--- src/rtl/bcd_scan_driver_pkg.sv ---
// Shared display constants for the multiplexed BCD scan driver and the
// seven-segment decoder downstream of it.
package bcd_scan_driver_pkg;

   localparam logic [3:0] BLANK_CODE         = 4'hF;
   localparam int         DEFAULT_NUM_DIGITS = 4;
   localparam int         DEFAULT_SCAN_DIV   = 1000;

   // A zero nibble is blankable only when every nibble above it is also zero.
   function automatic logic nibble_is_zero(input logic [3:0] nib);
      return (nib == 4'h0);
   endfunction

endpackage

--- src/rtl/scan_prescaler.sv ---
// Digit-dwell prescaler: counts 0..SCAN_DIV-1 and wraps; tick_o is high
// for the single cycle in which the count sits at SCAN_DIV-1.
module scan_prescaler
   import bcd_scan_driver_pkg::*;
#(
   parameter int SCAN_DIV = DEFAULT_SCAN_DIV
) (
   input  logic clk_i,
   input  logic rst_ni,
   output logic tick_o
);

   localparam int            CW   = (SCAN_DIV > 1) ? $clog2(SCAN_DIV) : 1;
   localparam logic [CW-1:0] LAST = CW'(SCAN_DIV - 1);

   logic [CW-1:0] count_q;
   logic [CW-1:0] count_d;

   always_comb begin
      count_d = (count_q == LAST) ? '0 : count_q + CW'(1);
   end

   always_ff @(posedge clk_i) begin
      if (!rst_ni) begin
         count_q <= '0;
      end else begin
         count_q <= count_d;
      end
   end

   assign tick_o = (count_q == LAST);

endmodule

--- src/rtl/bcd_scan_driver.sv ---
// Multiplexed BCD display scanner with frame-synchronous double buffering
// and optional leading-zero blanking; all outputs are registered.
module bcd_scan_driver
   import bcd_scan_driver_pkg::*;
#(
   parameter int NUM_DIGITS = DEFAULT_NUM_DIGITS,
   parameter int SCAN_DIV   = DEFAULT_SCAN_DIV
) (
   input  logic                    clk,
   input  logic                    rst_n,
   input  logic                    load,
   input  logic [4*NUM_DIGITS-1:0] digits_in,
   input  logic                    lz_blank,
   output logic [3:0]              bcd_out,
   output logic [NUM_DIGITS-1:0]   digit_en,
   output logic                    frame_done
);

   localparam int            IW       = (NUM_DIGITS > 1) ? $clog2(NUM_DIGITS) : 1;
   localparam int            DW       = 4 * NUM_DIGITS;
   localparam logic [IW-1:0] LAST_IDX = IW'(NUM_DIGITS - 1);

   logic                  tick;
   logic                  boundary;
   logic [IW-1:0]         idx_q,      idx_d;
   logic [DW-1:0]         active_q,   active_d;
   logic [DW-1:0]         pending_q,  pending_d;
   logic                  pend_vld_q, pend_vld_d;
   logic [3:0]            bcd_q,      bcd_d;
   logic [NUM_DIGITS-1:0] en_q,       en_d;
   logic                  done_q,     done_d;
   logic [NUM_DIGITS-1:0] lead_zero;

   scan_prescaler #(
      .SCAN_DIV (SCAN_DIV)
   ) u_prescaler (
      .clk_i  (clk),
      .rst_ni (rst_n),
      .tick_o (tick)
   );

   // The boundary is the tick that wraps the index; the outputs registered
   // at that edge are the first cycle of the new frame.
   assign boundary = tick && (idx_q == LAST_IDX);

   always_comb begin
      idx_d = idx_q;
      if (tick) begin
         idx_d = (idx_q == LAST_IDX) ? '0 : idx_q + IW'(1);
      end
   end

   always_comb begin
      active_d   = active_q;
      pending_d  = pending_q;
      pend_vld_d = pend_vld_q;
      if (boundary) begin
         if (load) begin
            active_d   = digits_in;
            pend_vld_d = 1'b0;
         end else if (pend_vld_q) begin
            active_d   = pending_q;
            pend_vld_d = 1'b0;
         end
      end else if (load) begin
         pending_d  = digits_in;
         pend_vld_d = 1'b1;
      end
   end

   // Scan from the top nibble down; digit 0 is never marked as a leading zero.
   always_comb begin
      logic zero_above;
      zero_above = 1'b1;
      lead_zero  = '0;
      for (int i = NUM_DIGITS - 1; i >= 0; i--) begin
         zero_above = zero_above && nibble_is_zero(active_d[4*i +: 4]);
         if (i != 0) begin
            lead_zero[i] = zero_above;
         end
      end
   end

   always_comb begin
      bcd_d = BLANK_CODE;
      for (int i = 0; i < NUM_DIGITS; i++) begin
         if (idx_d == IW'(i)) begin
            bcd_d = (lz_blank && lead_zero[i]) ? BLANK_CODE : active_d[4*i +: 4];
         end
      end
   end

   assign en_d   = NUM_DIGITS'(1) << idx_d;
   assign done_d = boundary;

   always_ff @(posedge clk) begin
      if (!rst_n) begin
         idx_q      <= '0;
         active_q   <= {NUM_DIGITS{BLANK_CODE}};
         pending_q  <= '0;
         pend_vld_q <= 1'b0;
         bcd_q      <= BLANK_CODE;
         en_q       <= NUM_DIGITS'(1);
         done_q     <= 1'b0;
      end else begin
         idx_q      <= idx_d;
         active_q   <= active_d;
         pending_q  <= pending_d;
         pend_vld_q <= pend_vld_d;
         bcd_q      <= bcd_d;
         en_q       <= en_d;
         done_q     <= done_d;
      end
   end

   assign bcd_out    = bcd_q;
   assign digit_en   = en_q;
   assign frame_done = done_q;

endmodule
--- config.mk ---
export PLATFORM = sky130hd
export DESIGN_NAME = bcd_scan_driver
export DESIGN_NICKNAME = d
export VERILOG_FILES = /design/src/rtl/bcd_scan_driver_pkg.sv /design/src/rtl/scan_prescaler.sv /design/src/rtl/bcd_scan_driver.sv
export SDC_FILE = /design/constraint.sdc
export NUM_CORES = 1
export LEC_CHECK = 0
export BUFFER_PORTS_ARGS = -buffer_cell sky130_fd_sc_hd__buf_2
export CAP_MARGIN = 0
export CORE_ASPECT_RATIO = 1.5
export CORE_UTILIZATION = 55
export DETAILED_ROUTE_END_ITERATION = 8
export PLACE_DENSITY = 0.76
export SYNTH_ARGS = -nofsm -noshare
export SYNTH_HDL_FRONTEND = slang
export SYNTH_SLANG_ARGS = --single-unit
--- constraint.sdc ---
create_clock -name clk -period 6.6 [get_ports clk]
set_input_delay 0.99 -clock clk [delete_from_list [all_inputs] [get_ports clk]]
set_output_delay 0.99 -clock clk [all_outputs]
set_load 0.005 [all_outputs]
Yosys cells after proc, flatten, opt, wreduce, memory -nomap -nowiden
Cells that the tools add are included.
{ "totals": {"regBits": 54, "input_bits": 20, "out_inout_bits": 9, "word_cells": 43} }
{ "classes": {"add_sub_neg": 2, "n_eq_ne": 5, "n_shift": 1, "mux": 12, "bitwise": 2, "reduce_logical": 13} }
{ "op_table": {"columns": ["cell", "count"], "rows": [
  ["two-way mux 16 bit", 3],
  ["two-way mux 4 bit", 7],
  ["logical NOT 4 bit", 3],
  ["adder 10 x 1 -> 10 bit, second input constant", 1],
  ["equality test 10 bit, second input constant", 1],
  ["equality test 2 bit, second input constant", 3],
  ["logical AND 1 bit", 6],
  ["two-way mux 2 bit", 2],
  ["OR reduction 2 bit", 2],
  ["left shift 1 x 2 -> 4 bit, first input constant", 1],
  ["adder 2 x 1 -> 2 bit, second input constant", 1],
  ["equality test 2 x 1 -> 1 bit, second input constant", 1],
  ["logical NOT 2 bit", 1],
  ["NOT 1 bit", 2],
  ["AND reduction 2 bit", 1]
]} }

Longest topological paths before layout
{ "logic_depth": {"depth_word": 11, "mapped_depth": 9, "ltp_nobuf": 8} }

Hierarchy
Synthesis repeated with hierarchy kept, for this count alone.
{ "hier_totals": {"hier_cells": 354, "hier_area_um2": 2846.5} }
{ "modules_own_cells": {"columns": ["mod", "instances", "cells_each", "area_each_um2", "seq_area_each_um2"], "rows": [
  ["bcd_scan_driver", 1, 300, 2368.5, 880.8],
  ["scan_prescaler", 1, 54, 478.0, 200.2]
]} }

Worst setup path before layout
No wires, ideal clock.
{ "synth_path": {"path_kind": "input to register", "startpoint": "input load", "endpoint": "register bcd_q[1], in the netlist bcd_out[1]", "setup_ps": 134, "arrival_ps": 2753, "t_required_ps": 6466, "setup_slack_ps": 3713, "path_stages": 8, "n_path_buf": 2, "cell_sequence": "clkbuf_1 -> nand2_1 -> or4_1 -> clkbuf_1 -> o22a_1 -> o21ai_0 -> a21boi_0 -> or4b_1"} }
{ "synth_via": {"elab_chain_cells": 10, "word_cells_on_any_way": 17, "classes_between": "9 x mux; 8 x reduce/logical"} }
{ "synth_rtl": {"columns": ["item", "line", "rtl"], "rows": [
  ["from (decl)", "bcd_scan_driver.sv:11", "input logic load,"],
  ["two-way mux 16 bit *", "bcd_scan_driver.sv:58", "if (load) begin"],
  ["two-way mux 16 bit *", "bcd_scan_driver.sv:57", "if (boundary) begin"],
  ["logical NOT 4 bit", "bcd_scan_driver_pkg.sv:11", "return (nib == 4'h0);"],
  ["logical AND 1 bit (2 in a row)", "bcd_scan_driver.sv:77", "zero_above = zero_above && nibble_is_zero(active_d[4*i +: 4]);"],
  ["logical AND 1 bit", "bcd_scan_driver.sv:88", "bcd_d = (lz_blank && lead_zero[i]) ? BLANK_CODE : active_d[4*i +: 4];"],
  ["two-way mux 4 bit", "bcd_scan_driver.sv:88", null],
  ["two-way mux 4 bit (2 in a row)", "bcd_scan_driver.sv:87", "if (idx_d == IW'(i)) begin"],
  ["two-way mux 4 bit *", "bcd_scan_driver.sv:87", null],
  ["to (signal assigned)", "bcd_scan_driver.sv:102", "bcd_q <= BLANK_CODE;"],
  ["to (signal assigned)", "bcd_scan_driver.sv:110", "bcd_q <= bcd_d;"],
  ["to (decl)", "bcd_scan_driver.sv:29", "logic [3:0] bcd_q, bcd_d;"]
]} }
Mark *: on every way between the ends. The rest lies on a longest branch, timed or not.
A chain may end at the register's enable or synchronous reset.

Final worst setup path
{ "layout_path": {"startpoint": "register u_prescaler.count_q[3]", "endpoint": "register bcd_q[2], in the netlist bcd_out[2]"} }
{ "layout_via": {"elab_chain_cells": 11, "word_cells_on_any_way": 23, "classes_between": "4 x eq/ne; 9 x mux; 10 x reduce/logical"} }
{ "layout_rtl": {"columns": ["item", "line", "rtl"], "rows": [
  ["from (decl)", "scan_prescaler.sv:16", "logic [CW-1:0] count_q;"],
  ["from (signal assigned)", "scan_prescaler.sv:27", "count_q <= count_d;"],
  ["equality test 10 bit *", "scan_prescaler.sv:31", "assign tick_o = (count_q == LAST);"],
  ["logical AND 1 bit", "bcd_scan_driver.sv:44", "assign boundary = tick && (idx_q == LAST_IDX);"],
  ["two-way mux 16 bit", "bcd_scan_driver.sv:57", null],
  ["logical NOT 4 bit", "bcd_scan_driver_pkg.sv:11", null],
  ["logical AND 1 bit (2 in a row)", "bcd_scan_driver.sv:77", null],
  ["logical AND 1 bit", "bcd_scan_driver.sv:88", null],
  ["two-way mux 4 bit", "bcd_scan_driver.sv:88", null],
  ["two-way mux 4 bit (2 in a row)", "bcd_scan_driver.sv:87", null],
  ["two-way mux 4 bit *", "bcd_scan_driver.sv:87", null]
]} }
Marks and branches as above.

==> results_dict.tcl <==
set metrics [dict create \
    yosysWarnings 0 \
    p_sw_w 0.000132 \
    drc 2 \
    outcome "finished, violations left" \
    ys_types 52 \
    p_int_w 0.000460 \
    ys_seq_area_frac 0.431 \
    irDropWorstVdd_v 0.000169 \
    fin_area_um2 2740 \
    io_buffers 28 \
    diodes 0 \
    muxShareOfSynthArea 0.0230 \
    final_common_cell "nand2_1" \
    leakage_nw 1.04 \
    hold_viol 0 \
    placedInstanceArea_um2 2630 \
    synth_nets 322 \
    grt_pass1_vias 2005 \
    synth-seq-cells 54 \
    io_pins 29 \
    maxCapViolCount 0 \
    clk_path_buf_depth 2 \
    period_share 0.474 \
    path_class "flip-flop to flip-flop" \
    insertion_delay_ns 0.30 \
    vias_per_cell 5.92 \
    cts_buffers 5 \
    critPathMaxFanout 18 \
    end_kind "flip-flop" \
    cellPowerDensity_nw_per_um2 216 \
    synthCells 300 \
    period_minus_slack_ns 3.13 \
    synth-compound-area-share 0.216 \
    antenna_found_initial 0 \
    cts_hold_buf 0 \
    synth_top_family_by_area "simple AND/OR/NAND/NOR gates" \
    cts_sinks 54 \
    final_nets 340 \
    synth_fa_ha_area_frac 0.00999 \
    layout_common_cells "nand2_1, dfxtp_1, nor2_1, buf_2, a21oi_1" \
    synth.avg_cell_area_um2 8.35 \
    num_rows 29 \
    crit_path_start_kind "flip-flop" \
    die_area_um2 4840 \
    postCtsSetupBuffers 0 \
    layout-drive-gt1-share 0.163 \
    drt_iter0_drc 97 \
    syn_to_final_growth_pct 9.14 \
    synth-edff-count 0 \
    yosys.area_share.xor_xnor 0.0245 \
    worst_pin_slew_ns 1.08 \
    grt_max_degree 25 \
    yosys.area_share.simple 0.257 \
    die_width_um 57.1 \
    grt_usage 0.247 \
    vias 2161 \
    netlist_area_um2 2510 \
    fin_util 0.639 \
    violations "DRC" \
    place_hpwl_um 3980 \
    coreArea_um2 4280 \
    wirelength_um 5580 \
    nFillCells 403 \
    grt_overflow 0 \
    die_height_um 84.7 \
    initial_core_util 0.585 \
    worstPathArrival_ns 3.31 \
    power.share.combinational 0.060 \
    h-tree-depth 2 \
    max_freq_mhz 320 \
    cts_resized 0 \
    switching_share 0.223 \
    worst_slew_margin_rel 0.275 \
    pre_cts_ws_ns 3.48 \
    hold_class "flip-flop to flip-flop" \
    grt_pass1_wl_um 9180 \
    place.gp.congestion 0.869 \
    power_frac_clock 0.366 \
    synth_ff_type "dfxtp_1" \
    setup_ws_ns 3.47 \
    p_seq_frac 0.574 \
    cp.required_ns 6.78 \
    cts_tree "yes" \
    fin_setup_tns_ns 0 \
    rsz0062_at_grt "false" \
    drv_slew 0 \
    cts_root_buf "clkbuf_8" \
    skew_ns 0.00506 \
    wl_per_cell_um 15.3 \
    synthArstFlopShare 0 \
    antenna_left 0 \
    multiInputGateArea_um2 1330 \
    clk_pin_slew_ns 0.09 \
    setup_violations 0 \
    regArea_um2 1080 \
    drt_first_pass_iters 6 \
]
-- flip-flops by register name (all words and copies together), names as in the netlist --
name / flops
digit_en: 4
pending_q: 16
bcd_out: 4
idx_q: 2
active_q: 16
u_prescaler.count_q: 10
pend_vld_q: 1
frame_done: 1
-- logic make-up after synthesis --
family                     after synthesis
AOI/OAI and AO/OA                       79
xor gates and xnor gates                 7
adders and majority gates                2
buffers and inverters                   23
DFF                                     54
muxes                                    5
and+or+nand+nor                        130
-- final timing paths --
| path | from | to | slack [ns] | depth (start not counted) |
|---|---|---|---|---|
| max | u_prescaler.count_q[3]$_SDFF_PP0_ | bcd_out[2]$_SDFF_PN1_ | 3.47 | 7 |
| min | pending_q[12]$_SDFFE_PN0P_ | pending_q[12]$_SDFFE_PN0P_ | 0.46 | 2 |
| max reg2reg | u_prescaler.count_q[3]$_SDFF_PP0_ | bcd_out[2]$_SDFF_PN1_ | 3.47 | 7 |
| min reg2reg | pending_q[12]$_SDFFE_PN0P_ | pending_q[12]$_SDFFE_PN0P_ | 0.46 | 2 |
-- routing by layer --
layer,global-route usage,part of all wire,up-vias
met5,0,0,-
met4,0.0931,0.027,0
met3,0.0447,0.030,11
met2,0.420,0.51,36
met1,0.306,0.44,1014
li1,-,-,1100
-- cells in the mapped netlist (2+ instances only) --
cell,count,share of area
a21o_2,2,0.0070
or3_1,3,0.0075
nand3_1,5,0.010
a21oi_1,24,0.048
nor2_1,34,0.051
o21ai_0,16,0.032
xor2_1,4,0.014
dfxtp_1,54,0.43
o2111ai_1,2,0.0070
nand2b_1,3,0.0075
mux2i_1,2,0.0080
and3_2,3,0.0090
a32o_1,8,0.032
nand2_1,55,0.082
nor2b_1,2,0.0050
nor3_1,4,0.0080
mux2_2,2,0.0090
nand4_1,5,0.012
o22a_1,7,0.024
nor4_4,2,0.017
inv_1,6,0.0090
clkbuf_1,12,0.018
a21boi_0,2,0.0060
a22oi_1,2,0.0060
a31oi_1,2,0.0050
buf_2,3,0.0060
xnor2_1,3,0.010
and2_1,2,0.0050
a22o_1,6,0.021
or4b_1,2,0.0080
ha_1,2,0.010
-- area by class of cell --
type	count	area share
clock buffers	7	0.0279
clock inverters	1	0.0110
inverters	6	0.00823
multi-input cells	223	0.485
flip-flops and latches	54	0.395
well taps	46	0.0210
repair buffers	28	0.0512
-- stage by stage --
step / cells / hold slack [ns] / total power, W
2_1_floorplan: 300 / 0.433 / 0.000369
3_3_place_gp: 357 / 0.444 / 0.000382
3_5_place_dp: 357 / 0.452 / 0.000383
4_1_cts: 365 / 0.464 / 0.000597
5_1_grt: 365 / 0.483 / 0.000617
6_report: 365 / 0.463 / 0.000592
-- critical path, stage by stage, from the launching register on --
cell and delay (ns):
dfxtp_1 0.35, nand4bb_1 0.47, nor3_2 0.99, a32o_1 0.39, nor4_4 0.07, nand4_1 0.15, a211o_1 0.17, or4b_1 0.43
-- power by group through the flow --
stage / Sequential (W) / Combinational (W) / Clock, W
6_report: 0.000340 / 0.0000353 / 0.000217
2_1_floorplan: 0.000344 / 0.0000250 / 0
3_5_place_dp: 0.000347 / 0.0000354 / 0
4_1_cts: 0.000340 / 0.0000354 / 0.000222
3_3_place_gp: 0.000347 / 0.0000350 / 0
5_1_grt: 0.000341 / 0.0000398 / 0.000237
No activity file was read; power rests on OpenSTA's default activity.
